### config.mk
export PLATFORM = sky130hd
export DESIGN_NAME = smart_led_frame_sequencer
export DESIGN_NICKNAME = d
export VERILOG_FILES = /design/src/rtl/smart_led_pkg.sv /design/src/rtl/smart_led_bit_timer.sv /design/src/rtl/smart_led_frame_sequencer.sv
export SDC_FILE = /design/constraint.sdc
export NUM_CORES = 1
export LEC_CHECK = 0
export BUFFER_PORTS_ARGS = -buffer_cell sky130_fd_sc_hd__buf_2
export CORE_ASPECT_RATIO = 0.5
export CORE_MARGIN = 4
export CORE_UTILIZATION = 30
export CTS_CLUSTER_DIAMETER = 60
export DETAILED_ROUTE_END_ITERATION = 10
export HOLD_SLACK_MARGIN = 0.02
export PLACE_DENSITY = 0.54
export SYNTH_ARGS = -nofsm -noshare
export SYNTH_HDL_FRONTEND = slang
export SYNTH_SLANG_ARGS = --single-unit
### constraint.sdc
create_clock -name clk -period 4.05 [get_ports clk]
set_clock_uncertainty 0.05 [all_clocks]
set_input_delay 0.81 -clock clk [delete_from_list [all_inputs] [get_ports clk]]
set_output_delay 0.81 -clock clk [all_outputs]
set_load 0.02 [all_outputs]
### src/rtl/smart_led_pkg.sv
// smart_led_pkg
// Shared definitions for the smart-LED frame sequencer: frame geometry,
// FSM state encodings and the parity helper used when a word is accepted.
package smart_led_pkg;

   localparam int FRAME_BITS = 32;   // 31 payload bits + parity
   localparam int PARITY_BIT = 31;   // last bit on the wire
   localparam int MARKER_BIT = 0;    // first bit on the wire (start/marker)

   // Sequencer states
   localparam logic [2:0] S_IDLE  = 3'd0;
   localparam logic [2:0] S_LEAD  = 3'd1;
   localparam logic [2:0] S_SHIFT = 3'd2;
   localparam logic [2:0] S_TAIL  = 3'd3;
   localparam logic [2:0] S_GAP   = 3'd4;

   // Even parity over the payload, optionally inverted for error injection.
   function automatic logic frame_parity(input logic [30:0] word, input logic invert);
      return (^word) ^ invert;
   endfunction

endpackage

### src/rtl/smart_led_bit_timer.sv
// smart_led_bit_timer
// Free-running CLK_DIV phase counter used to pace LEAD, every SHIFT bit and
// TAIL. While run=0 the phase is held at 0 so the next period starts cleanly.
// Ports:
//   clk, rst      - clock, synchronous active-high reset
//   run           - count while high, hold phase 0 while low
//   period_start  - current clock is the first of a period
//   period_end    - current clock is the last of a period
module smart_led_bit_timer #(
   parameter int CLK_DIV = 4
) (
   input  logic clk,
   input  logic rst,
   input  logic run,
   output logic period_start,
   output logic period_end
);

   localparam int PW = $clog2(CLK_DIV);

   logic [PW-1:0] phase_reg;

   assign period_start = run && (phase_reg == '0);
   assign period_end   = run && (phase_reg == PW'(CLK_DIV - 1));

   always_ff @(posedge clk) begin
      if (rst || !run) begin
         phase_reg <= '0;
      end else if (period_end) begin
         phase_reg <= '0;
      end else begin
         phase_reg <= phase_reg + PW'(1);
      end
   end

endmodule

### src/rtl/smart_led_frame_sequencer.sv
// smart_led_frame_sequencer
// Turns a valid/ready stream of 31-bit LED words into the receiver's
// frame / bit clock / data / bit-counter signals. Each word gets an even
// parity bit 31 and is sent bit 0 first, framed by LEAD and TAIL periods
// and followed by a GAP with frame low.
// Ports:
//   clk, rst                - clock, synchronous active-high reset
//   s_valid/s_ready         - input word handshake
//   s_word, s_last          - payload bits 0..30, last word of frame
//   s_bad_parity            - invert generated parity bit
//   frame_o, bit_clk_o      - frame envelope, one-cycle strobe per bit
//   data_o, bit_counter_o   - serial bit and its index
//   busy, underrun          - not idle, frame aborted for lack of data
//   words_sent              - words fully serialised (wraps)
module smart_led_frame_sequencer
   import smart_led_pkg::*;
#(
   parameter int CLK_DIV    = 4,
   parameter int GAP_CYCLES = 8,
   parameter int CNT_W      = 8
) (
   input  logic             clk,
   input  logic             rst,
   input  logic             s_valid,
   output logic             s_ready,
   input  logic [30:0]      s_word,
   input  logic             s_last,
   input  logic             s_bad_parity,
   output logic             frame_o,
   output logic             bit_clk_o,
   output logic             data_o,
   output logic [4:0]       bit_counter_o,
   output logic             busy,
   output logic             underrun,
   output logic [CNT_W-1:0] words_sent
);

   logic [2:0]            state_reg;
   logic [FRAME_BITS-1:0] shift_reg;
   logic [4:0]            bit_idx_reg;
   logic                  last_reg;
   logic [8:0]            gap_cnt_reg;
   logic                  underrun_reg;
   logic [CNT_W-1:0]      words_reg;

   logic                  run;
   logic                  period_start;
   logic                  period_end;
   logic                  word_end;
   logic                  xfer;
   logic [FRAME_BITS-1:0] load_word;

   assign run = (state_reg == S_LEAD) || (state_reg == S_SHIFT) || (state_reg == S_TAIL);

   smart_led_bit_timer #(.CLK_DIV(CLK_DIV)) u_timer (
      .clk          (clk),
      .rst          (rst),
      .run          (run),
      .period_start (period_start),
      .period_end   (period_end)
   );

   // Last clock of the parity bit: the only mid-frame point where a new word
   // may be taken, so the next bit 0 follows with no gap.
   assign word_end  = (state_reg == S_SHIFT) && period_end && (bit_idx_reg == 5'(PARITY_BIT));
   assign s_ready   = (state_reg == S_IDLE) || (word_end && !last_reg);
   assign xfer      = s_valid && s_ready;
   assign load_word = {frame_parity(s_word, s_bad_parity), s_word};

   // The shift register is shifted right, so the bit on the wire always sits
   // at the marker position. The extra !period_start term keeps the strobe
   // from ever covering a whole period.
   assign bit_clk_o     = (state_reg == S_SHIFT) && period_end && !period_start;
   assign data_o        = (state_reg == S_SHIFT) && shift_reg[MARKER_BIT];
   assign bit_counter_o = (state_reg == S_SHIFT) ? bit_idx_reg : 5'd0;
   // After an underrun the GAP counter is preloaded one higher; that first
   // GAP clock keeps frame high while underrun pulses.
   assign frame_o       = run || ((state_reg == S_GAP) && (gap_cnt_reg > 9'(GAP_CYCLES)));
   assign busy          = (state_reg != S_IDLE);
   assign underrun      = underrun_reg;
   assign words_sent    = words_reg;

   always_ff @(posedge clk) begin
      if (rst) begin
         state_reg    <= S_IDLE;
         shift_reg    <= '0;
         bit_idx_reg  <= '0;
         last_reg     <= 1'b0;
         gap_cnt_reg  <= '0;
         underrun_reg <= 1'b0;
         words_reg    <= '0;
      end else begin
         underrun_reg <= 1'b0;
         case (state_reg)
            S_IDLE: begin
               if (xfer) begin
                  shift_reg   <= load_word;
                  last_reg    <= s_last;
                  bit_idx_reg <= '0;
                  state_reg   <= S_LEAD;
               end
            end
            S_LEAD: begin
               if (period_end) begin
                  state_reg <= S_SHIFT;
               end
            end
            S_SHIFT: begin
               if (word_end) begin
                  words_reg <= words_reg + CNT_W'(1);
                  if (last_reg) begin
                     state_reg <= S_TAIL;
                  end else if (xfer) begin
                     shift_reg   <= load_word;
                     last_reg    <= s_last;
                     bit_idx_reg <= '0;
                  end else begin
                     underrun_reg <= 1'b1;
                     gap_cnt_reg  <= 9'(GAP_CYCLES + 1);
                     state_reg    <= S_GAP;
                  end
               end else if (period_end) begin
                  shift_reg   <= {1'b0, shift_reg[FRAME_BITS-1:1]};
                  bit_idx_reg <= bit_idx_reg + 5'd1;
               end
            end
            S_TAIL: begin
               if (period_end) begin
                  gap_cnt_reg <= 9'(GAP_CYCLES);
                  state_reg   <= S_GAP;
               end
            end
            S_GAP: begin
               gap_cnt_reg <= gap_cnt_reg - 9'd1;
               if (gap_cnt_reg == 9'd1) begin
                  state_reg <= S_IDLE;
               end
            end
            default: state_reg <= S_IDLE;
         endcase
      end
   end

endmodule
# After elaboration in Yosys (flattened, before gate mapping)
# Index checks and enable logic that the tools add are counted.
# word_totals
register_bits	61
elab_cells	93
out_inout_bits	19
# classes
n_lt_le_gt_ge	1
bitwise	3
add_sub_neg	4
eq_ne	17
mux	30
reduce_logical	30
# op_table
cell	count
32-bit 2-to-1 mux	4
32-bit one-hot mux with 2 select lines	1
9-bit 2-to-1 mux	4
31-bit XOR reduction	1
9-bit one-hot mux with 3 select lines	1
5-bit 2-to-1 mux	5
3-bit 2-to-1 mux	7
3-bit one-hot mux with 5 select lines	1
2-bit != test, second input constant	6
5-bit one-hot mux with 2 select lines	1
9-bit by 1-bit == test with 1-bit output, second input constant	1
9-bit by 4-bit > comparator with 1-bit output, second input constant	1
1-bit logical AND	9
3-bit != test, second input constant	3
9-bit by 1-bit subtractor with 9-bit output, second input constant	1
8-bit by 1-bit adder with 8-bit output, second input constant	1
3-bit by 2-bit == test with 1-bit output, second input constant	2
3-bit AND reduction	2
6-bit AND reduction	1
3-bit nonzero test	2
5-bit by 1-bit adder with 5-bit output, second input constant	1
5-bit == test, second input constant	1
1-bit logical OR	5
1-bit 2-to-1 mux	5
other kinds (16)	19

# Longest topological paths before layout
# depth
ltp_word	13
mapped_depth	9

# Cells and area by module
# Synthesis repeated with hierarchy kept, for this count alone.
# unflattened
hier_cells	402
hier_area_um2	3403.3
# by_module_without_submodules
mod	cells_per_inst	seq_area_each_um2	n_inst	area_per_inst_um2
smart_led_frame_sequencer	392	1181.1	1	3290.7
smart_led_bit_timer	10	40.0	1	112.6

# Worst setup path before layout
# No wires, ideal clock.
# synth_timing
kind	flip-flop to output port
start	register bit_idx_reg[0]
end	output port s_ready
arrival_ps	1332
path_slack_ps	1858
path_stages_with_launch	6
n_path_buf	0
t_required_ps	3190
path_cell_list	dfxtp_1 > ha_1 > and3_1 > ha_1 > nand3b_1 > a21boi_2
# synth_between
elab_chain_cells	4
# synth_lines
element	line_no	rtl
start, declared	smart_led_frame_sequencer.sv:40	logic [4:0] bit_idx_reg;
start signal, assigned	smart_led_frame_sequencer.sv:124	bit_idx_reg <= bit_idx_reg + 5'd1;
5-bit == test	smart_led_frame_sequencer.sv:65	assign word_end = (state_reg == S_SHIFT) && period_end && (bit_idx_reg == 5'(PARITY_BIT));
1-bit logical AND	smart_led_frame_sequencer.sv:65	
1-bit logical AND	smart_led_frame_sequencer.sv:66	assign s_ready = (state_reg == S_IDLE) || (word_end && !last_reg);
1-bit logical OR	smart_led_frame_sequencer.sv:66	
end, declared	smart_led_frame_sequencer.sv:25	output logic s_ready,
# No other way between the ends.

# Final worst setup path
# layout_timing
start	register bit_idx_reg[0]
end	register shift_reg[24]
# layout_between
elab_chain_cells	9
# layout_lines
element	line_no	rtl
5-bit == test *	smart_led_frame_sequencer.sv:65	
1-bit logical AND *	smart_led_frame_sequencer.sv:65	
1-bit logical AND	smart_led_frame_sequencer.sv:66	
1-bit logical OR	smart_led_frame_sequencer.sv:66	
1-bit logical AND	smart_led_frame_sequencer.sv:67	assign xfer = s_valid && s_ready;
32-bit 2-to-1 mux (2 in series)	--	
32-bit 2-to-1 mux	smart_led_frame_sequencer.sv:109	if (word_end) begin
32-bit one-hot mux with 2 select lines	smart_led_frame_sequencer.sv:94	case (state_reg)
end signal, assigned	smart_led_frame_sequencer.sv:97	shift_reg <= load_word;
end signal, assigned	smart_led_frame_sequencer.sv:114	shift_reg <= load_word;
end signal, assigned	smart_led_frame_sequencer.sv:123	shift_reg <= {1'b0, shift_reg[FRAME_BITS-1:1]};
end, declared	smart_led_frame_sequencer.sv:39	logic [FRAME_BITS-1:0] shift_reg;
# Every way passes the cells marked *; elsewhere a longest branch is shown, timed or not. The select of a mux whose other input is x is not followed.
# A chain may end at the register's enable or synchronous reset.

==> results.ini <==
[setup_path]
cp_common_cell=ha_1
cp-start-kind=flip-flop
path_class=flip-flop to flip-flop
crit_path_start=bit_idx_reg[0]
worstReg2RegStart=bit_idx_reg[0]
critPathTopFamily=simple AND/OR/NAND/NOR gates
crit_path_max_incr_delay_ns=0.59
worst-path-buf-inv=1
crit_fanout=28
worstSetupEndpointType=flip-flop
slowest_stage=nand2_1
required_ns=4.17
cp.arrival_ns=2.89
path_cells=ha_1, and3_1, ha_1, nand3b_1, a21boi_2, nand2_1, buf_4, nor2_1, nor4_1

[clock_tree]
clk_pin_slew_ns=0.06
clock-root-buffer=clkbuf_16
clockBufferDepth=2
cts_tree=built
numCtsBuffers=9
cts_setup_buffers=0
cts.sinks=61
clk_latency_ns=0.33
cts_hold_buf=0
cts_resized=0
ctsHtreeMaxLevel=3

[floorplan]
core_um2=9697
die_h_um=79.42
ioPinCount=55
std_cell_rows=25
dieWidth_um=150.8
die_area_um2=11980
initial_core_util_pct=31.56

[job]
drv_cap=0

[logic_synthesis]
synth_xor_xnor_area_share_pct=12.59
synth_compound_area_share_pct=7.032
synth_mux_area_share_pct=0.6950
synthArstFlopShare_pct=0
ys.flop_type=dfxtp_1
synth_area_leaders=dfxtp_1 40%, nor2_1 15%, xnor2_1 8.6%
synth_fa_ha_area_share_pct=3.271
yosysWarnings=0
synth_edf_count=0
synth.net_count=430
synth_top_family_by_area=simple AND/OR/NAND/NOR gates
syn_avg_cell_area_um2=7.929
synthSimpleGateAreaFrac_pct=32.01
yosysTopAreaCellShare_pct=39.90
synth_seq_area_share_pct=39.90
synth-seq-cells=61
yosysUniqueCellTypes=41
synth_area_leader_cell=dfxtp_1
synth.cell_area_um2=3060
syn_inst=386

[cells_and_area]
layout_common_cells=121 x nor2_1, 61 x dfxtp_1, 54 x buf_2
final_common_cell=nor2_1
syn_to_final_growth_pct=21.91
antenna_cells=0
finalNetCount=477
drive_gt1_share_pct=18.72
largest_reg_flops=32

[drt]
ant_nets=0
vias=2673
wl_per_cell_um=12.16
drt_pass1_iterations=4
drt-vias-per-instance=4.665
finalWirelength_um=6966
drc=0
drtIter0Drc=131

[sta]
tns_ns=0
worstMarginPinSlew_ns=1.048
fin_crit_sh_pct=68.33
layout_min_cycle_time_ns=2.767
max_freq_mhz=361.4
finalSetupViolCount=0
rsz0062_at_grt=no
max-slew-margin-rel_pct=30.14
holdWs_ns=0.3925
drv_slew=0
hold_violations=0

[hold_path]
hp-class=flip-flop to flip-flop
hp-start=u_timer.phase_reg[0]

[pwr]
powerDensity_nw_per_um2=437.4
ir_drop_mv=0.1877
fin_total_pwr_uw=1632
power_leakage_uw=0.001610

[placement]
io_buffers=54
place_congestion=0.7656
dpl.hpwl_um=4689

[global_routing]
grt_max_degree=57
grt_usage_pct=12.27
grt_pass1_vias=2540
grt_pass1_wl_um=11670
grt.overflow.total=0
antenna_found_initial=0

[outcome]
outcome=finished clean

==> final timing paths <==
check	to	slack, ns	cells after the start
worst max register to register	shift_reg[24]	1.28	9
worst min register to register	u_timer.phase_reg[0]	0.39	1
worst max-delay path	shift_reg[24]	1.28	9
worst min-delay path	u_timer.phase_reg[0]	0.39	1
==> per-layer routing <==
metal | GRT usage, % | part of all wire, % | vias up
li1 | - | - | 1391
met1 | 15.17 | 49 | 1243
met2 | 19.48 | 47 | 37
met3 | 4.651 | 3.6 | 2
met4 | 4.611 | 0.57 | 0
met5 | 0 | 0 | -
==> synth_stat cells (all sizes together) (2+ instances only) <==
library cell  number
a31oi              5
o21ai              6
nor3b              3
a21oi             11
nand3              8
nand4              3
nor4              33
nor3               2
xor2              14
clkbuf             8
dfxtp             61
buf               14
and3               8
inv               10
a21o               2
nand2             14
ha                 8
nand3b             2
nor2             122
a21boi             2
xnor2             30
nand2b             4
==> kinds of logic after synthesis <==
family	count (synthesis)
AOI/OAI and AO/OA	32
xor gates and xnor gates	44
adders and majority gates	8
buffers and inverters	32
DFF	61
muxes	2
and+or+nand+nor	207
==> power breakdown <==
group	internal (µW)	switching, µW	total [µW]
sequential	637	20.6	658
clock	491	266	756
combinational	101	117	218
total	1230	403	1630
==> stage by stage <==
step | cells | cell area, µm² | worst slack (ns) | utilization (%)
2_1_floorplan | 386 | 3060 | 1.858 | -
3_3_place_gp | 557 | 3430 | 1.421 | 35.37
3_5_place_dp | 557 | 3430 | 1.275 | 35.37
4_1_cts | 573 | 3731 | 1.272 | 38.48
5_1_grt | 573 | 3731 | 0.9575 | 38.48
6_report | 573 | 3731 | 1.283 | 38.48
==> final cells by class <==
cell class,count,area [µm²]
Clock buffer,10,239.0
Clock inverter,6,62.56
Fill cell,1034,5966
Inverter,10,37.54
Multi-Input combinational cell,293,1702
Sequential cell,61,1221
Tap cell,135,168.9
Timing Repair Buffer,58,300.3
(Power assumes the default switching activity.)
